$ cat src/rtl/rv32i_types.sv
// rtl/rv32i_types.sv - shared RV32I types: data-memory op encoding, lane enables, access FSM states
package rv32i_types;

    typedef enum logic [3:0] {
        MEM_NONE = 4'd0,
        MEM_LB   = 4'd1,
        MEM_LBU  = 4'd2,
        MEM_LH   = 4'd3,
        MEM_LHU  = 4'd4,
        MEM_LW   = 4'd5,
        MEM_SB   = 4'd6,
        MEM_SH   = 4'd7,
        MEM_SW   = 4'd8
    } dmem_op_t;

    localparam logic [3:0] BE_BYTE0   = 4'b0001;
    localparam logic [3:0] BE_HALF_LO = 4'b0011;
    localparam logic [3:0] BE_HALF_HI = 4'b1100;
    localparam logic [3:0] BE_WORD    = 4'b1111;

    typedef enum logic [1:0] {
        ST_IDLE = 2'd0,
        ST_BUSY = 2'd1,
        ST_DONE = 2'd2
    } dmem_state_t;

    function automatic logic is_store(input dmem_op_t op);
        return (op == MEM_SB) || (op == MEM_SH) || (op == MEM_SW);
    endfunction

endpackage

$ cat src/rtl/store_align.sv
// rtl/store_align.sv - replicates store data into byte lanes, builds byte-enable, flags misaligned accesses
module store_align
    import rv32i_types::*;
(
    input  dmem_op_t    mem_op,
    input  logic [1:0]  offset,
    input  logic [31:0] store_data,
    output logic [31:0] wdata,
    output logic [3:0]  byte_enable,
    output logic        misaligned
);

    // Loads always fetch the whole word; writeback extracts the byte/half.
    always_comb begin
        wdata       = 32'h0;
        byte_enable = BE_WORD;
        misaligned  = 1'b0;
        case (mem_op)
            MEM_LH, MEM_LHU: misaligned = offset[0];
            MEM_LW:          misaligned = |offset;
            MEM_SB: begin
                byte_enable = BE_BYTE0 << offset;
                wdata       = {4{store_data[7:0]}};
            end
            MEM_SH: begin
                byte_enable = offset[1] ? BE_HALF_HI : BE_HALF_LO;
                wdata       = {2{store_data[15:0]}};
                misaligned  = offset[0];
            end
            MEM_SW: begin
                wdata      = store_data;
                misaligned = |offset;
            end
            default: ;
        endcase
    end

endmodule

$ cat src/rtl/dmem_access_unit.sv
// rtl/dmem_access_unit.sv - MEM-stage data-memory front end: holds a cache request until resp, stalls meanwhile
module dmem_access_unit
    import rv32i_types::*;
#(
    parameter int ADDR_W = 32,
    parameter int DATA_W = 32
) (
    input  logic              clk,
    input  logic              rst,
    input  logic              req_valid,
    input  dmem_op_t          mem_op,
    input  logic [ADDR_W-1:0] addr,
    input  logic [DATA_W-1:0] store_data,
    output logic [ADDR_W-1:0] data_mem_address,
    output logic              data_mem_read,
    output logic              data_mem_write,
    output logic [DATA_W-1:0] data_mem_wdata,
    output logic [3:0]        data_mem_byte_enable,
    input  logic              data_mem_resp,
    input  logic [DATA_W-1:0] data_mem_rdata,
    output logic              stall,
    output logic [DATA_W-1:0] load_data,
    output logic              done,
    output logic              misaligned
);

    dmem_state_t state, state_next;
    logic        accept, reject;
    logic [31:0] al_wdata;
    logic [3:0]  al_be;
    logic        al_misaligned;

    store_align u_store_align (
        .mem_op      (mem_op),
        .offset      (addr[1:0]),
        .store_data  (store_data),
        .wdata       (al_wdata),
        .byte_enable (al_be),
        .misaligned  (al_misaligned)
    );

    always_ff @(posedge clk) begin
        if (rst) state <= ST_IDLE;
        else     state <= state_next;
    end

    // Stall is raised combinationally in the accept cycle so EX/MEM holds before the request leaves.
    always_comb begin
        state_next = state;
        stall      = 1'b0;
        done       = 1'b0;
        accept     = 1'b0;
        reject     = 1'b0;
        case (state)
            ST_IDLE: begin
                if (req_valid && (mem_op != MEM_NONE)) begin
                    if (al_misaligned) begin
                        reject = 1'b1;
                    end else begin
                        accept     = 1'b1;
                        stall      = 1'b1;
                        state_next = ST_BUSY;
                    end
                end
            end
            ST_BUSY: begin
                stall = 1'b1;
                if (data_mem_resp) state_next = ST_DONE;
            end
            ST_DONE: begin
                done       = 1'b1;
                state_next = ST_IDLE;
            end
            default: state_next = ST_IDLE;
        endcase
    end

    always_ff @(posedge clk) begin
        if (rst) begin
            data_mem_address     <= '0;
            data_mem_read        <= 1'b0;
            data_mem_write       <= 1'b0;
            data_mem_wdata       <= '0;
            data_mem_byte_enable <= 4'b0000;
            load_data            <= '0;
            misaligned           <= 1'b0;
        end else begin
            misaligned <= reject;
            if (accept) begin
                data_mem_address     <= {addr[ADDR_W-1:2], 2'b00};
                data_mem_wdata       <= al_wdata;
                data_mem_byte_enable <= al_be;
                data_mem_read        <= !is_store(mem_op);
                data_mem_write       <= is_store(mem_op);
            end else if ((state == ST_BUSY) && data_mem_resp) begin
                data_mem_read  <= 1'b0;
                data_mem_write <= 1'b0;
                if (data_mem_read) load_data <= data_mem_rdata;
            end
        end
    end

endmodule

$ cat config.mk
export PLATFORM = sky130hd
export DESIGN_NAME = dmem_access_unit
export DESIGN_NICKNAME = d
export VERILOG_FILES = /design/src/rtl/rv32i_types.sv /design/src/rtl/store_align.sv /design/src/rtl/dmem_access_unit.sv
export SDC_FILE = /design/constraint.sdc
export NUM_CORES = 1
export LEC_CHECK = 0
export BUFFER_PORTS_ARGS = -buffer_cell sky130_fd_sc_hd__buf_2
export CAP_MARGIN = 5
export CORE_MARGIN = 2
export CORE_UTILIZATION = 49
export CTS_CLUSTER_SIZE = 24
export DETAILED_ROUTE_END_ITERATION = 10
export PLACE_DENSITY = 0.86
export SYNTH_ARGS = -nofsm -noshare
export SYNTH_HDL_FRONTEND = slang
export SYNTH_SLANG_ARGS = --single-unit
$ cat constraint.sdc
create_clock -name clk -period 5.44 [get_ports clk]
set_clock_uncertainty 0.05 [all_clocks]
set_input_delay 1.36 -clock clk [delete_from_list [all_inputs] [get_ports clk]]
set_output_delay 1.36 -clock clk [all_outputs]
set_load 0.05 [all_outputs]
======== After elaboration in Yosys (flattened, before gate mapping) ========
Cells that the tools add are included.
operators by class
  equal/unequal tests ..................... 11
  shift-type cells ........................ 1
  muxes and demuxes ....................... 17
  bitwise operators ....................... 3
  reductions and logical operators ........ 14
operator list
  cell                 number
  $pmux 32 s3          1
  $eq 4x3->1 const B   4
  $mux 1               8
  $pmux 4 s2           1
  $mux 2               3
  $ne 2x2->1 const B   3
  $reduce_and 3->1     2
  $reduce_or 3->1      2
  $eq 4x2->1 const B   1
  $eq 4x4->1 const B   1
  $mux 4               1
  $pmux 1 s2           2
  $pmux 2 s2           1
  $reduce_bool 4->1    1
  $reduce_or 2->1      2
  $shl 1x2->4 const A  1
  $not 1->1            3
  $eq 2x1->1 const B   1
  $eq 2x2->1 const B   1
  $logic_and 1x1->1    2
  $logic_not 2->1      1
  $logic_or 1x1->1     2
  $reduce_bool 2->1    1
  $logic_not 1->1      1
storage, ports and cells
  register bits ........................... 103
  word-level logic and storage cells ...... 54

======== Logic depth before layout (Yosys ltp) ========
Gate-level depths: netlist (run 1).
  depth after elaboration ................. 8
  mapped depth ............................ 7

======== Modules after synthesis ========
From an unflattened synthesis (run 1), not the netlist that was laid out.
second synthesis, totals
  cell total of the unflattened synthesis .. 561
  area, all modules ....................... 4668.2 sq um
modules (own cells, without submodules)
  module            instances  cells an instance  area an instance (sq um)
  dmem_access_unit  1          489                4179.0
  store_align       1          72                 489.2

======== Worst setup path before layout (run 1) ========
Ideal clock, no wire load.
  path type ............................... input to output
  start point ............................. input port mem_op[3]
  end point ............................... output port stall
  data arrival time ....................... 3.180 ns
  required time ........................... 4.030 ns
  slack ................................... 0.850 ns
  stages .................................. 7
  cells stage by stage .................... clkbuf_1 -> nand4b_1 -> o31a_1 -> clkbuf_1 -> clkbuf_1 -> a21oi_1 -> nor2_1
between the ends
  cells in the longest elaborated chain, start to end .. 6
  elaborated cells between the ends (all ways) .. 13
  those cells by class .................... eq/ne (5); mux (4); reduce/logical (4)
RTL lines
  what                                                                 line                    RTL
  start: declaration                                                   dmem_access_unit.sv:11  input dmem_op_t mem_op,
  $eq 4x3->1 (tied with other cells)                                   store_align.sv:18       case (mem_op)
  $reduce_or 3->1 (no source line) or $reduce_or 2->1 (tied branches)  n/a
  $pmux 1 s2                                                           store_align.sv:18
  $mux 1                                                               dmem_access_unit.sv:57  if (al_misaligned) begin
  $mux 1 (*)                                                           dmem_access_unit.sv:56  if (req_valid && (mem_op != MEM_NONE)) begin
  $pmux 1 s2 (*)                                                       dmem_access_unit.sv:54  case (state)
  end: declaration                                                     dmem_access_unit.sv:21  output logic stall,
Mark *: on every way between the ends. The rest lies on a longest branch, timed or not.

======== Worst setup path after layout (run 1) ========
  start point ............................. input port mem_op[0]
  end point ............................... output port stall
Same word-level chain as after synthesis.

==> metrics.txt, run 1 <==
H-tree depth=3; Chip Height=96.1 µm; Vias=4169; CP endpoint kind=output port; post-synthesis cell count=464; vias in the first global route=3653; worst skew pair latency=350 ps; antenna violations before repair=0; worst-margin pin slew=1110 ps; sequential share of the synthesized area=49.6%; Starting Density=50.6%; R2R Path End=data_mem_wdata[2]; n_diodes=0; total of max-cap violations=0; CTS buffer count=9; # DRC=0; FF-to-FF path depth=5; Crit Path Class=input pin to output port; largest net degree at the start of global routing=63; synth unique cells=41; number of synthesized flops with an enable pin=0; clock sink total=approximately 100; VDD IR max=0.146 mV; Worst Path Required=4030 ps; crit path time final=4300 ps; worst hold endpoint=load_data[20]; Pwr Density=288 mW/mm²; via/cell ratio=5.53; final setup margin=about 1100 ps; yosys warns=0; #FFs+latches synth=103; HPWL after detailed placement=8400 µm; Placed Instance Area=0.00520 mm²; Final Instance Area=around 0.0054 mm²; Rel. slew slack=25.6%; Routed Antenna Nets=0; placed cells=739; asr flop ratio synth=0%; DP Worst Slack=1150 ps; R2R setup slack=between 3000 and 4000 ps; # hold bufs at CTS=0; Post-Syn Area=0.00416 mm²; TNS Setup=0 ps; fmax=~0.23 GHz; crit share post-route=79.0%; die area=0.00924 mm²; wire per inst=15.7 µm; RSZ-0062 raised after global routing=false; Reg-to-Reg Start=state[0]; # IOs=around 210; first-pass GRT wire length=around 18000 µm; nets=749; CP Launch Type=input pin; Die X=96.1 µm; HP Class=register to register; Slew Viols, Final=0; Row Count=33; CTS resizes=0; First-pass DRT Iterations=5; CP arrival=~2900 ps; ys flop type=dfxtp_1; share of cells above drive strength 1=39.1%; final core area utilization=65.7%; TritonCTS clock tree=done; gpl congestion=~0.9; final hold viol count=0; Avg Inst Size Synth=between 8 and 9 µm²; Setup Viol. Count Final=0; status=finished, final reports clean; Detailed Route Iter0 Violations=181; Layout Cells excl Fill=754; port bufs=206; total wire length=about 12000 µm; root buffer cell=clkbuf_8; total leakage power=2.39 nW; worst-path maximum fanout=15; Reg area=slightly above 0.002 mm²; core area=~0.0082 mm²; fillcell total=around 690; WHS Path Cells=2; clock slew at reported path FFs=90 ps; hold path startpoint=load_data[20]; Bufs on Longest Clock Path=2; grt ovf=0; multi-input logic area=0.00192 mm²; Setup Buffers After CTS=0; GRT Util Overall=24.2%; Area Growth Syn to Fin=29.8%
-- cells in the final DEF (no fill, tap or decap), types with 3 or more instances in the layout --
cell type  synthesis  final
o21ai_0           35     35
nand2b_1           3      3
o2bb2ai_1          5      5
buf_2              5    206
a22oi_1            8      8
a21oi_1           85     85
clkbuf_8           0     10
nand3_1           34     34
buf_4              2      7
o2bb2ai_2         19     19
nand2_1           66     66
a22o_1             8      8
mux2i_1            8      8
dfxtp_1          103    103
nor2_1            14     14
-- Yosys cell counts, types with 2 or more instances --
library cell	instances	area share, %
inv_1	2	0.18
buf_4	2	0.36
buf_6	4	1.1
o2bb2ai_2	19	6.9
nand3_1	34	4.1
a22o_1	8	1.7
and3b_1	2	0.42
nor2b_1	2	0.30
nor4bb_1	2	0.48
nand2b_1	3	0.45
a221oi_1	2	0.42
nand2_1	66	6.0
clkbuf_1	30	2.7
o41ai_1	2	0.42
a21oi_1	85	10
buf_1	3	0.27
a22oi_1	8	1.4
nor2_1	14	1.3
or3b_2	2	0.42
o21ai_0	35	4.2
o2bb2ai_1	5	1.1
dfxtp_1	103	50
nor4_1	2	0.30
mux2i_1	8	1.9
buf_2	5	0.60
-- routing by layer --
| layer | part of all wire, % | global-route usage (%) |
|---|---|---|
| met1 | 42 | 29.9 |
| met2 | 48 | 40.5 |
| met3 | 7.0 | 4.78 |
| met4 | 3.0 | 11.1 |
| met5 | 0 | 0 |
-- where the power goes --
part           leakage, nW  internal [W]  total, W  switching (W)
logic                 1.46     0.0000813  0.000285       0.000203
clock network       0.0960      0.000226  0.000477       0.000252
registers            0.836      0.000779  0.000792      0.0000125
-- state kept, by name, summed over array words and instances, names as in the netlist --
register              cells
data_mem_wdata           32
state                     2
data_mem_byte_enable      4
data_mem_address         30
load_data                32
misaligned                1
data_mem_write            1
data_mem_read             1
-- worst max-delay path by stage --
stage                    from     to  slack (ps)
CTS                 mem_op[0]  stall        1140
global route        mem_op[0]  stall        1090
finish              mem_op[0]  stall        1140
global placement    mem_op[0]  stall        1180
floorplan           mem_op[3]  stall         850
detailed placement  mem_op[0]  stall        1150
-- layout make-up --
cell class	instances	area share (%)
clock buffers	11	2.62
clock inverters	4	1.02
inverters	2	0.139
multi-input cells	316	35.5
flip-flops and latches	103	38.2
well taps	105	2.43
repair buffers	213	20.1
-- through the flow --
stage,hold WS (ps),power [W]
2_1_floorplan,520,0.00100
3_3_place_gp,389,0.00109
3_5_place_dp,393,0.00109
4_1_cts,406,0.00156
5_1_grt,421,0.00162
6_report,405,0.00155
-- worst max-delay path, stage by stage --
cell	delay [ps]
buf_2	220
or4b_4	590
o2111a_1	290
a21oi_1	160
nor2_1	60
buf_2	210
-- kinds of logic (layout without fill, tap and decap cells) --
group                  Yosys count  in the layout  synth area share, %
AO/OA/AOI/OAI                  170            170                 27.7
other                            1              2               0.0902
multiplexers                     8              8                 1.93
AND/OR/NAND/NOR                136            136                 15.5
flip-flops                     103            103                 49.6
buffers and inverters           46            230                 5.20
Note: power is estimated with default switching activity, not from simulation.
==> run 2: changes to the inputs <==
CORE_UTILIZATION = 46   (was 49)
PLACE_DENSITY = 0.82   (was 0.86)
clock period = 4.3 ns   (was 5.44 ns; I/O delays follow)
==> run 2 against run 1 <==
Compared with the run above:
- power up 31%
- critical path type unchanged
- sequential share of layout area down 0.32 points
- largest power group unchanged
- design area up 0.83%
==> metrics.txt, run 2 (synthesis results as in run 1) <==
Die X=99.1 µm; Sequential Power Share=between 40% and 50%; port bufs=206; nets=750; HPWL after detailed placement=8290 µm; # DRC=0; total wire length=11600 µm; Setup Buffers After CTS=0; antenna violations before repair=0; R2R Path End=data_mem_wdata[8]; worst-margin pin slew=between 1000 and 1500 ps; Area Growth Syn to Fin=30.9%; Worst Path Required=3170 ps; clock slew at reported path FFs=90 ps; grt ovf=0; CP arrival=2630 ps; GRT Util Overall=22.6%; gpl congestion=0.838; final hold viol count=0; CTS buffer count=9; total of max-cap violations=0; Setup Viol. Count Final=0; CP endpoint kind=output port; top flop regs=data_mem_wdata: 32 flops, load_data: 32 flops, data_mem_address: 30 flops; total leakage power=about 2.4 nW; VDD IR max=just under 0.2 mV; DP Worst Slack=555 ps; R2R setup slack=2240 ps; Row Count=34; Rel. slew slack=~30%; worst skew pair latency=350 ps; crit path time final=3760 ps; Pwr Density=375 mW/mm²; Slew Viols, Final=0; Detailed Route Iter0 Violations=194; root buffer cell=clkbuf_8; fmax=0.266 GHz; worst hold endpoint=load_data[29]; CP Launch Type=input pin; clock share of power=33.3%; # hold bufs at CTS=0; final setup margin=542 ps; Reg-to-Reg Start=state[1]; TNS Setup=0 ps; CTS resizes=0; largest net degree at the start of global routing=76; sw power=0.000605 W; Routed Antenna Nets=0; HP Class=register to register; WHS Path Cells=2; commonest cells after routing, fill and taps aside=buf_2, dfxtp_1, a21oi_1; internal power=0.00144 W; core area=0.00876 mm²; # IOs=between 200 and 250; clock sink total=103; Starting Density=47.5%; via/cell ratio=5.43; Crit Path Class=input pin to output port; wire per inst=15.3 µm; Chip Height=99.1 µm; H-tree depth=3; n_diodes=0; worst-path maximum fanout=15; Logic pwr share=17.7%; hold path startpoint=load_data[29]; most common cell after layout, fill and taps aside=buf_2; RSZ-0062 raised after global routing=false; FF-to-FF path depth=5; first-pass GRT wire length=about 18000 µm; switch share=29.6%; Bufs on Longest Clock Path=2; Vias=a little over 4000; crit share post-route=a little under 90%; status=finished, final reports clean; share of cells above drive strength 1=39.5%; die area=0.00982 mm²; TritonCTS clock tree=done; First-pass DRT Iterations=4; vias in the first global route=around 3800
run 2: cell types whose count changed in the layout (fill, tap and decap cells not counted):
cell        change
clkbuf_1        -1
buf_4           +1
bufinv_16       +1
clkinvlp_4      +1
run 2: metal layers:
layer	vias up	wire, µm	GRT usage [%]
met4	0	252	8.85
li1	2016	-	-
met3	22	755	4.68
met2	157	5740	38.2
met1	1929	4880	28.3
met5	-	0	0
run 2: cell type report:
cell class | count | area (µm²)
Tap cell | 108 | 135
Fill cell | 770 | 3320
Timing Repair Buffer | 214 | 1090
Clock buffer | 10 | 138
Inverter | 2 | 7.51
Sequential cell | 103 | 2060
Multi-Input combinational cell | 316 | 1920
Clock inverter | 6 | 92.6
run 2: worst max-delay path by stage:
stage | from | endpoint | slack, ps | cells past startpoint
6_report | mem_op[0] | stall | 540 | 6
5_1_grt | mem_op[0] | stall | 470 | 6
4_1_cts | mem_op[0] | stall | 550 | 6
3_5_place_dp | mem_op[0] | stall | 550 | 6
3_3_place_gp | mem_op[0] | stall | 590 | 6
2_1_floorplan | mem_op[3] | stall | 280 | 7
run 2: power by group through the flow:
stage          clock network [W]  logic [W]  registers [W]
2_1_floorplan                  0   0.000134        0.00113
3_3_place_gp                   0   0.000353        0.00102
3_5_place_dp                   0   0.000360        0.00102
4_1_cts                 0.000700   0.000361        0.00100
5_1_grt                 0.000738   0.000385        0.00101
6_report                0.000680   0.000361        0.00100
run 2: critical path, cell delays in order:
cell      delay, ps
buf_2           220
or4b_4          590
o2111a_1        290
a21oi_1         190
nor2_1           50
buf_2           210
run 2: through the flow:
stage,instance area (µm²),cells,hold WS (ps),power [W],util [%]
floorplan,4160,465,520,0.00127,-
global placement,5210,743,389,0.00138,59.5
detailed placement,5210,743,392,0.00138,59.5
CTS,5440,759,408,0.00206,62.1
global route,5440,759,428,0.00213,62.1
finish,5440,759,408,0.00204,62.1
